==> config.mk <==
export PLATFORM = sky130hd
export DESIGN_NAME = fetch_pc_unit
export DESIGN_NICKNAME = d
export VERILOG_FILES = /design/src/rtl/cpu_pkg.sv /design/src/rtl/fetch_pc_unit.sv
export SDC_FILE = /design/constraint.sdc
export NUM_CORES = 1
export LEC_CHECK = 0
export BUFFER_PORTS_ARGS = -buffer_cell sky130_fd_sc_hd__buf_2
export CAP_MARGIN = 15
export CORE_UTILIZATION = 28
export DETAILED_ROUTE_END_ITERATION = 7
export GPL_ROUTABILITY_DRIVEN = 1
export GPL_TIMING_DRIVEN = 0
export SETUP_SLACK_MARGIN = 0.3
export SKIP_LAST_GASP = 1
export SLEW_MARGIN = 10
export SYNTH_ARGS = -nofsm -noshare
export SYNTH_HDL_FRONTEND = slang
export SYNTH_SLANG_ARGS = --single-unit
==> constraint.sdc <==
create_clock -name clk -period 5.8 [get_ports clk]
set_input_delay 1.45 -clock clk [delete_from_list [all_inputs] [get_ports clk]]
set_output_delay 1.45 -clock clk [all_outputs]
set_load 0.005 [all_outputs]
==> src/rtl/cpu_pkg.sv <==
// Shared CPU definitions: datapath widths, reset vector and fetch FSM states.
package cpu_pkg;

  localparam int unsigned ADDR_W = 19;
  localparam int unsigned DATA_W = 19;
  localparam logic [ADDR_W-1:0] RESET_PC = '0;

  typedef enum logic [1:0] {
    FETCH,
    WAIT,
    HOLD
  } fetch_state_t;

endpackage

==> src/rtl/fetch_pc_unit.sv <==
// Program counter and single-outstanding instruction fetch stage.
// Issues one fetch per instruction, holds the result for decode until accepted,
// and honours taken-branch redirects with priority, discarding stale responses.
module fetch_pc_unit
  import cpu_pkg::fetch_state_t;
  import cpu_pkg::FETCH;
  import cpu_pkg::WAIT;
  import cpu_pkg::HOLD;
#(
  parameter int unsigned ADDR_W = cpu_pkg::ADDR_W,
  parameter int unsigned DATA_W = cpu_pkg::DATA_W,
  parameter logic [ADDR_W-1:0] RESET_PC = cpu_pkg::RESET_PC
) (
  input  logic              clk,
  input  logic              rst_n,
  input  logic              redirect_valid,
  input  logic [ADDR_W-1:0] redirect_pc,
  output logic              imem_req,
  output logic [ADDR_W-1:0] imem_addr,
  input  logic              imem_rvalid,
  input  logic [DATA_W-1:0] imem_rdata,
  output logic              instr_valid,
  input  logic              instr_ready,
  output logic [DATA_W-1:0] instr_data,
  output logic [ADDR_W-1:0] instr_pc,
  output logic [ADDR_W-1:0] pc_next
);

  fetch_state_t      state_q, state_d;
  logic [ADDR_W-1:0] pc_q, pc_d;
  logic              drop_q, drop_d;
  logic              imem_req_q, imem_req_d;
  logic [ADDR_W-1:0] imem_addr_q, imem_addr_d;
  logic              instr_valid_q, instr_valid_d;
  logic [DATA_W-1:0] instr_data_q, instr_data_d;
  logic [ADDR_W-1:0] instr_pc_q, instr_pc_d;

  // Next-state logic; a redirect overrides every other event in each state.
  always_comb begin
    state_d       = state_q;
    pc_d          = pc_q;
    drop_d        = drop_q;
    imem_req_d    = 1'b0;
    imem_addr_d   = imem_addr_q;
    instr_valid_d = instr_valid_q;
    instr_data_d  = instr_data_q;
    instr_pc_d    = instr_pc_q;

    unique case (state_q)
      FETCH: begin
        imem_req_d  = 1'b1;
        imem_addr_d = pc_q;
        state_d     = WAIT;
        if (redirect_valid) begin
          // The request going out now targets the old pc; discard its response.
          pc_d   = redirect_pc;
          drop_d = 1'b1;
        end
      end
      WAIT: begin
        if (redirect_valid) begin
          pc_d = redirect_pc;
          if (imem_rvalid) begin
            drop_d  = 1'b0;
            state_d = FETCH;
          end else begin
            drop_d = 1'b1;
          end
        end else if (imem_rvalid) begin
          if (drop_q) begin
            drop_d  = 1'b0;
            state_d = FETCH;
          end else begin
            instr_data_d  = imem_rdata;
            instr_pc_d    = pc_q;
            instr_valid_d = 1'b1;
            state_d       = HOLD;
          end
        end
      end
      HOLD: begin
        // A coincident handshake still counts as accepted; the target wins for pc.
        if (redirect_valid) begin
          instr_valid_d = 1'b0;
          pc_d          = redirect_pc;
          state_d       = FETCH;
        end else if (instr_ready) begin
          instr_valid_d = 1'b0;
          pc_d          = pc_q + ADDR_W'(1);
          state_d       = FETCH;
        end
      end
      default: state_d = FETCH;
    endcase
  end

  // State, pc and registered outputs; asynchronous reset to the reset vector.
  always_ff @(posedge clk or negedge rst_n) begin
    if (!rst_n) begin
      state_q       <= FETCH;
      pc_q          <= RESET_PC;
      drop_q        <= 1'b0;
      imem_req_q    <= 1'b0;
      imem_addr_q   <= RESET_PC;
      instr_valid_q <= 1'b0;
      instr_data_q  <= '0;
      instr_pc_q    <= '0;
    end else begin
      state_q       <= state_d;
      pc_q          <= pc_d;
      drop_q        <= drop_d;
      imem_req_q    <= imem_req_d;
      imem_addr_q   <= imem_addr_d;
      instr_valid_q <= instr_valid_d;
      instr_data_q  <= instr_data_d;
      instr_pc_q    <= instr_pc_d;
    end
  end

  assign imem_req    = imem_req_q;
  assign imem_addr   = imem_addr_q;
  assign instr_valid = instr_valid_q;
  assign instr_data  = instr_data_q;
  assign instr_pc    = instr_pc_q;
  assign pc_next     = instr_pc_q + ADDR_W'(1);

endmodule

==> results.ini, run 1 <==
[logic_synthesis]
yosysSeqAreaShare_pct=52.4
synth_nets=387
synthDistinctLibCells=44
synth_area_sq_um=3860
syn_area_per_cell_sq_um=11.3
ys_warn_count=0
syn_inst=342
synth_edf_count=0
ys_ff_latch=81
async_reset_ff_share_pct=100
synthFlopType=dfrtp_1

[timing]
tns_ns=0
fmax_mhz=281
finalHoldViolations=0
fin_ws_ns=2.24
slew_headroom_pct=52.9
rsz0062_at_grt=false
fin_crit_sh_pct=61.4
setup_viol=0
skew_ns=0.00925
maxSlewViolCount=0
tightest_slew_ns=0.707
timing.final.crit_period_ns=3.56

[critical_path]
cp.arrival_ns=2.11
max_stage_delay_ns=0.65
crit_path_start=instr_pc[5]
reg2reg_from=pc_q[0]
critPathTopFamily=simple AND/OR/NAND/NOR gates
worst_r2r_endpoint=pc_q[16]
critPathLaunchType=flop
cp_max_fo=7
crit_path_cell_trace=nand4_1 > or4b_1 > nor2_1 > xor2_1 > buf_2
cp-end-kind=output pin
required_ns=4.35
critical_path_class=flop to output pin
reg2reg_depth=6
worst-path-buf-inv=1
r2r_slack_ns=3.73
critical_path.slowest_cell=or4b_1

[drt]
drtIter0Drc=344
first_pass_iters=6
vias_per_cell=4.85
drt_wl_total_um=10300
ant_nets=0
route.detailed.drc=0
wl_per_cell_um=15.8
vias=3177

[global_routing]
grt_max_degree=48
grt_overflow=0
grt_pass1_wl_um=16300
antenna_found_initial=1
grt_usage_pct=14.9
grt_pass1_vias=3099

[clock_tree]
holdBufCountCts=0
cts_buffer_depth=2
cts_root_buf=clkbuf_16
cts_tree=done
clk_pin_slew_ns=0.06
postCtsSetupBuffers=0
htree_levels=3
cts_resized=0
cts.sinks=81
cts_buffers=9
clock_latency_ns=0.33

[place]
place_congestion=0.869
dpl-instance-area_sq_um=4720
dp_hpwl_um=7790
io_buffers=120
pre_cts_ws_ns=2.52

[floorplan]
io_pins=121
coreArea_sq_um=13300
start_util_pct=29.0
die_x_um=119
die_y_um=119
rows=42
die_area_sq_um=14300

[worst_hold_path]
whs_path_depth=1
hold_start=instr_data[2]
min_to=instr_data[2]
hp-class=flop to flop

[final_layout]
antenna_cells=0
areaGrowthSynthToFinish_pct=29.7
utilization_pct=37.5
final-seq-area_sq_um=2030
multi_input_area_sq_um=1730
fin_nets=519
final_layout_size_suffix_gt1_share_pct=41.1
fill_cells=1323
final_area_sq_um=5010

[power_and_ir_drop]
p_leak_nw=2.21
peakVddDrop_mv=0.130
powerDensity_nw_per_um2=439
power.total_w=0.00220

[status]
status=complete, no violations

[run]
maxCapViolCount=0

[state kept, by name, summed over array words and instances, names as in the netlist]
register and cells:
imem_addr 19, instr_data 19, state_q 2, pc_q 19
imem_req 1, instr_valid 1, instr_pc 19, drop_q 1
[metal layers]
metal  vias to the layer above  global-route usage [%]  wire length [um]  part of all wire (%)
met5                         -                       0                 8                 0.078
met4                         2                    7.34               247                   2.4
met3                        19                    3.35               636                   6.2
met2                       117                    22.3              4530                    44
met1                      1524                    20.1              4900                    47
li1                       1515                       -                 -                     -
[how the worst max path moves through the flow]
stage                              to  slack (ns)  cells after the start
after floorplan           pc_next[15]        2.85                      4
after global placement    pc_next[18]        2.56                      6
after detailed placement  pc_next[18]        2.52                      6
after CTS                 pc_next[18]        2.15                      6
after global routing      pc_next[18]        2.05                      6
final                     pc_next[17]        2.24                      5
[power breakdown]
part           switching [W]  internal (W)  leakage, nW
Sequential          0.000198      0.000764        0.939
Combinational       0.000293      0.000394         1.13
Clock               0.000216      0.000337        0.142
[cells by family after synthesis]
kind of cell | share of synthesized area [%]
AND/OR/NAND/NOR | 13.8
flip-flops | 52.4
AO/OA/AOI/OAI | 10.2
multiplexers | 16.3
buffers and inverters | 2.78
XOR/XNOR | 3.85
adder cells (fa/ha/maj) | 0.647
[cell usage after synthesis, types with 4 or more instances]
| cell | instances | share of area [%] |
|---|---|---|
| nand2_1 | 30 | 2.9 |
| o41ai_1 | 4 | 0.91 |
| o21ai_0 | 12 | 1.6 |
| xor2_1 | 6 | 1.4 |
| and3_1 | 5 | 0.81 |
| nand3_1 | 15 | 1.9 |
| inv_1 | 6 | 0.58 |
| a2bb2oi_1 | 5 | 1.1 |
| a21oi_1 | 16 | 2.1 |
| xnor2_1 | 11 | 2.5 |
| o22ai_1 | 4 | 0.65 |
| mux2_2 | 55 | 16 |
| clkbuf_1 | 13 | 1.3 |
| dfrtp_1 | 81 | 52 |
| nor2_1 | 20 | 1.9 |
| nor3_1 | 4 | 0.52 |
| nand4_1 | 11 | 1.8 |
[layout make-up]
type	instances	area share (%)
Tap cell	176	4.39
Clock buffer	15	5.74
Timing Repair Buffer	121	12.6
Sequential cell	81	40.4
Multi-Input combinational cell	236	34.5
Buffer	19	1.70
Inverter	6	0.449
Clock inverter	1	0.150
[worst register-to-register path, stage by stage (launching register included)]
cell	delay [ns]
dfrtp_1	0.48
ha_1	0.27
and4_1	0.20
buf_2	0.17
nand2_1	0.16
or4_1	0.53
a22oi_1	0.17
[metrics by stage]
stage	cells	hold WS [ns]
global route	655	0.510
floorplan	342	0.489
detailed placement	639	0.488
CTS	655	0.501
finish	655	0.499
global placement	638	0.478
[cell usage in the layout (no fill, tap or decap), types with 5 or more instances in the layout]
cell type,netlist,final
buf_2,2,121
dfrtp_1,81,81
mux2_2,55,55
nand2_1,30,30
nor2_1,20,20
a21oi_1,16,16
clkbuf_1,13,15
nand3_1,15,15
o21ai_0,12,12
nand4_1,11,11
xnor2_1,11,11
clkbuf_16,0,9
xor2_1,6,6
inv_1,6,6
and3_1,5,5
a2bb2oi_1,5,5
Power figures use the tool's default switching activity.
==> run 2: changes to the inputs <==
Settings changed: ABC_AREA from default to 1.
Clock period 5.8 ns to 3.1 ns, I/O delays scaled along.
==> results.ini, run 2 <==
[final_layout]
final_cell_mix=nand2_1, buf_2, dfrtp_1, nand3_1, nor2_1
final_common_cell=nand2_1
antenna_cells=0
fin_nets=692
finalNonFillerCells=831
final-seq-area_sq_um=2030
multi_input_area_sq_um=1840
utilization_pct=37.5
final_layout_size_suffix_gt1_share_pct=25.7
areaGrowthSynthToFinish_pct=28.7
fill_cells=1458

[logic_synthesis]
syn_inst=515
ys_ff_latch=81
synthDistinctLibCells=28
synth.largest_area_cell=dfrtp_1
synthFlopType=dfrtp_1
async_reset_ff_share_pct=100
yosysSeqAreaShare_pct=49.6
synth_nets=560
syn_area_per_cell_sq_um=7.94
yosys-top-cells-area=dfrtp_1, nand2_1, nand3_1
ys_warn_count=0
synth_edf_count=0
synth_top_area_share_pct=49.6
synth_area_sq_um=4090
synthMostInstantiatedCell=nand2_1
synth_common_cells=nand2_1, dfrtp_1, nand3_1

[timing]
tns_ns=0
rsz0062_at_grt=false
finalHoldViolations=0
maxSlewViolCount=0
hold_ws_ns=0.442
timing.final.crit_period_ns=2.64
slew_headroom_pct=60.2
skew_ns=0.00379
tightest_slew_ns=0.597
fmax_mhz=378
setup_viol=0
fin_crit_sh_pct=85.3
fin_ws_ns=0.456

[drt]
ant_nets=0
vias=3841
vias_per_cell=4.62
drt_wl_total_um=11600
wl_per_cell_um=14.0
drtIter0Drc=297
first_pass_iters=4
route.detailed.drc=0

[floorplan]
io_pins=121
die_area_sq_um=15100
coreArea_sq_um=14000
start_util_pct=29.1
die_x_um=123
die_y_um=123
rows=43

[clock_tree]
cts_tree=done
cts_resized=1
holdBufCountCts=0
cts_buffers=9
htree_levels=3
cts_root_buf=clkbuf_16
cts_buffer_depth=2
clock_latency_ns=0.33
postCtsSetupBuffers=0
cts.sinks=81
clk_pin_slew_ns=0.06

[critical_path]
reg2reg_depth=9
crit_path_start=instr_pc[2]
reg2reg_from=pc_q[1]
required_ns=2.32
cp.arrival_ns=1.87
critical_path_class=flop to output pin
crit_path_cell_trace=nand3_1 > nor2_1 > nand3_1 > nor2_1 > xor2_1 > buf_2
worst-path-buf-inv=1
critical_path.slowest_cell=dfrtp_1
cp_max_fo=6
max_stage_delay_ns=0.46
cp-end-kind=output pin
cp_num_cells=6
critPathLaunchType=flop
critPathTopFamily=simple AND/OR/NAND/NOR gates

[power_and_ir_drop]
p_leak_nw=2.67
powerDensity_nw_per_um2=1030
peakVddDrop_mv=0.327

[place]
dpl.cell_count=816
dp_hpwl_um=9030
place_congestion=0.834
pre_cts_ws_ns=0.653
io_buffers=120

[global_routing]
grt_usage_pct=15.8
antenna_found_initial=0
grt_max_degree=47
grt_overflow=0
grt_pass1_vias=3625
grt_pass1_wl_um=18400

[run]
maxCapViolCount=0

[status]
status=complete, no violations

[worst_hold_path]
hp-class=input port to async pin

==> run 2: cell types whose count changed in the layout (fill, tap and decap cells not counted), moves of 8 or more <==
cell | before | now
o21ai_1 | 0 | 14
nand2_1 | 30 | 161
clkbuf_1 | 15 | 2
xor2_1 | 6 | 14
nand3_1 | 15 | 54
mux2_2 | 55 | 6
buf_2 | 121 | 133
a21oi_1 | 16 | 25
inv_1 | 6 | 35
o21a_1 | 0 | 10
nor2_1 | 20 | 47
==> run 2: through the flow <==
stage | power [W] | area [sq um]
2_1_floorplan | 0.00336 | 4090
3_3_place_gp | 0.00433 | 4920
3_5_place_dp | 0.00437 | 4940
4_1_cts | 0.00550 | 5260
5_1_grt | 0.00593 | 5270
6_report | 0.00545 | 5270
==> run 2: worst paths after layout <==
check                                 end  slack, ns
max                           pc_next[17]       0.46
min                         instr_data[1]       0.44
max reg2reg                      pc_q[18]       1.41
min reg2reg                instr_data[12]       0.46
max in group asynchronous        pc_q[17]       2.05
min in group clk           instr_data[12]       0.46
==> run 2: cell families after synthesis <==
logic type / Yosys count / share of synthesized area (%)
fa+ha+maj: 2 / 0.612
mux: 6 / 1.65
simple gates: 280 / 28.6
buf+inv: 56 / 5.75
xor+xnor: 21 / 4.50
flops: 81 / 49.6
compound gates: 69 / 9.30
==> run 2: cell type report <==
cell class | instances | share of cell area (%)
inverters | 36 | 2.57
clock buffers | 13 | 5.32
plain buffers | 20 | 1.90
well taps | 180 | 4.28
multi-input cells | 378 | 34.9
repair buffers | 121 | 11.8
flip-flops and latches | 81 | 38.5
clock inverters | 2 | 0.665
==> run 2: layer usage <==
layer  wire [um]  track usage, %
met1        5440            22.2
met2        5440            24.6
met3         543            2.70
met4         174            4.95
met5           0               0
==> run 2: power by group <==
group / total (W) / internal [W] / leakage (nW) / switching (W)
combinational: 0.00225 / 0.000945 / 1.54 / 0.00131
sequential: 0.00209 / 0.00158 / 0.973 / 0.000507
clock: 0.00111 / 0.000706 / 0.158 / 0.000402
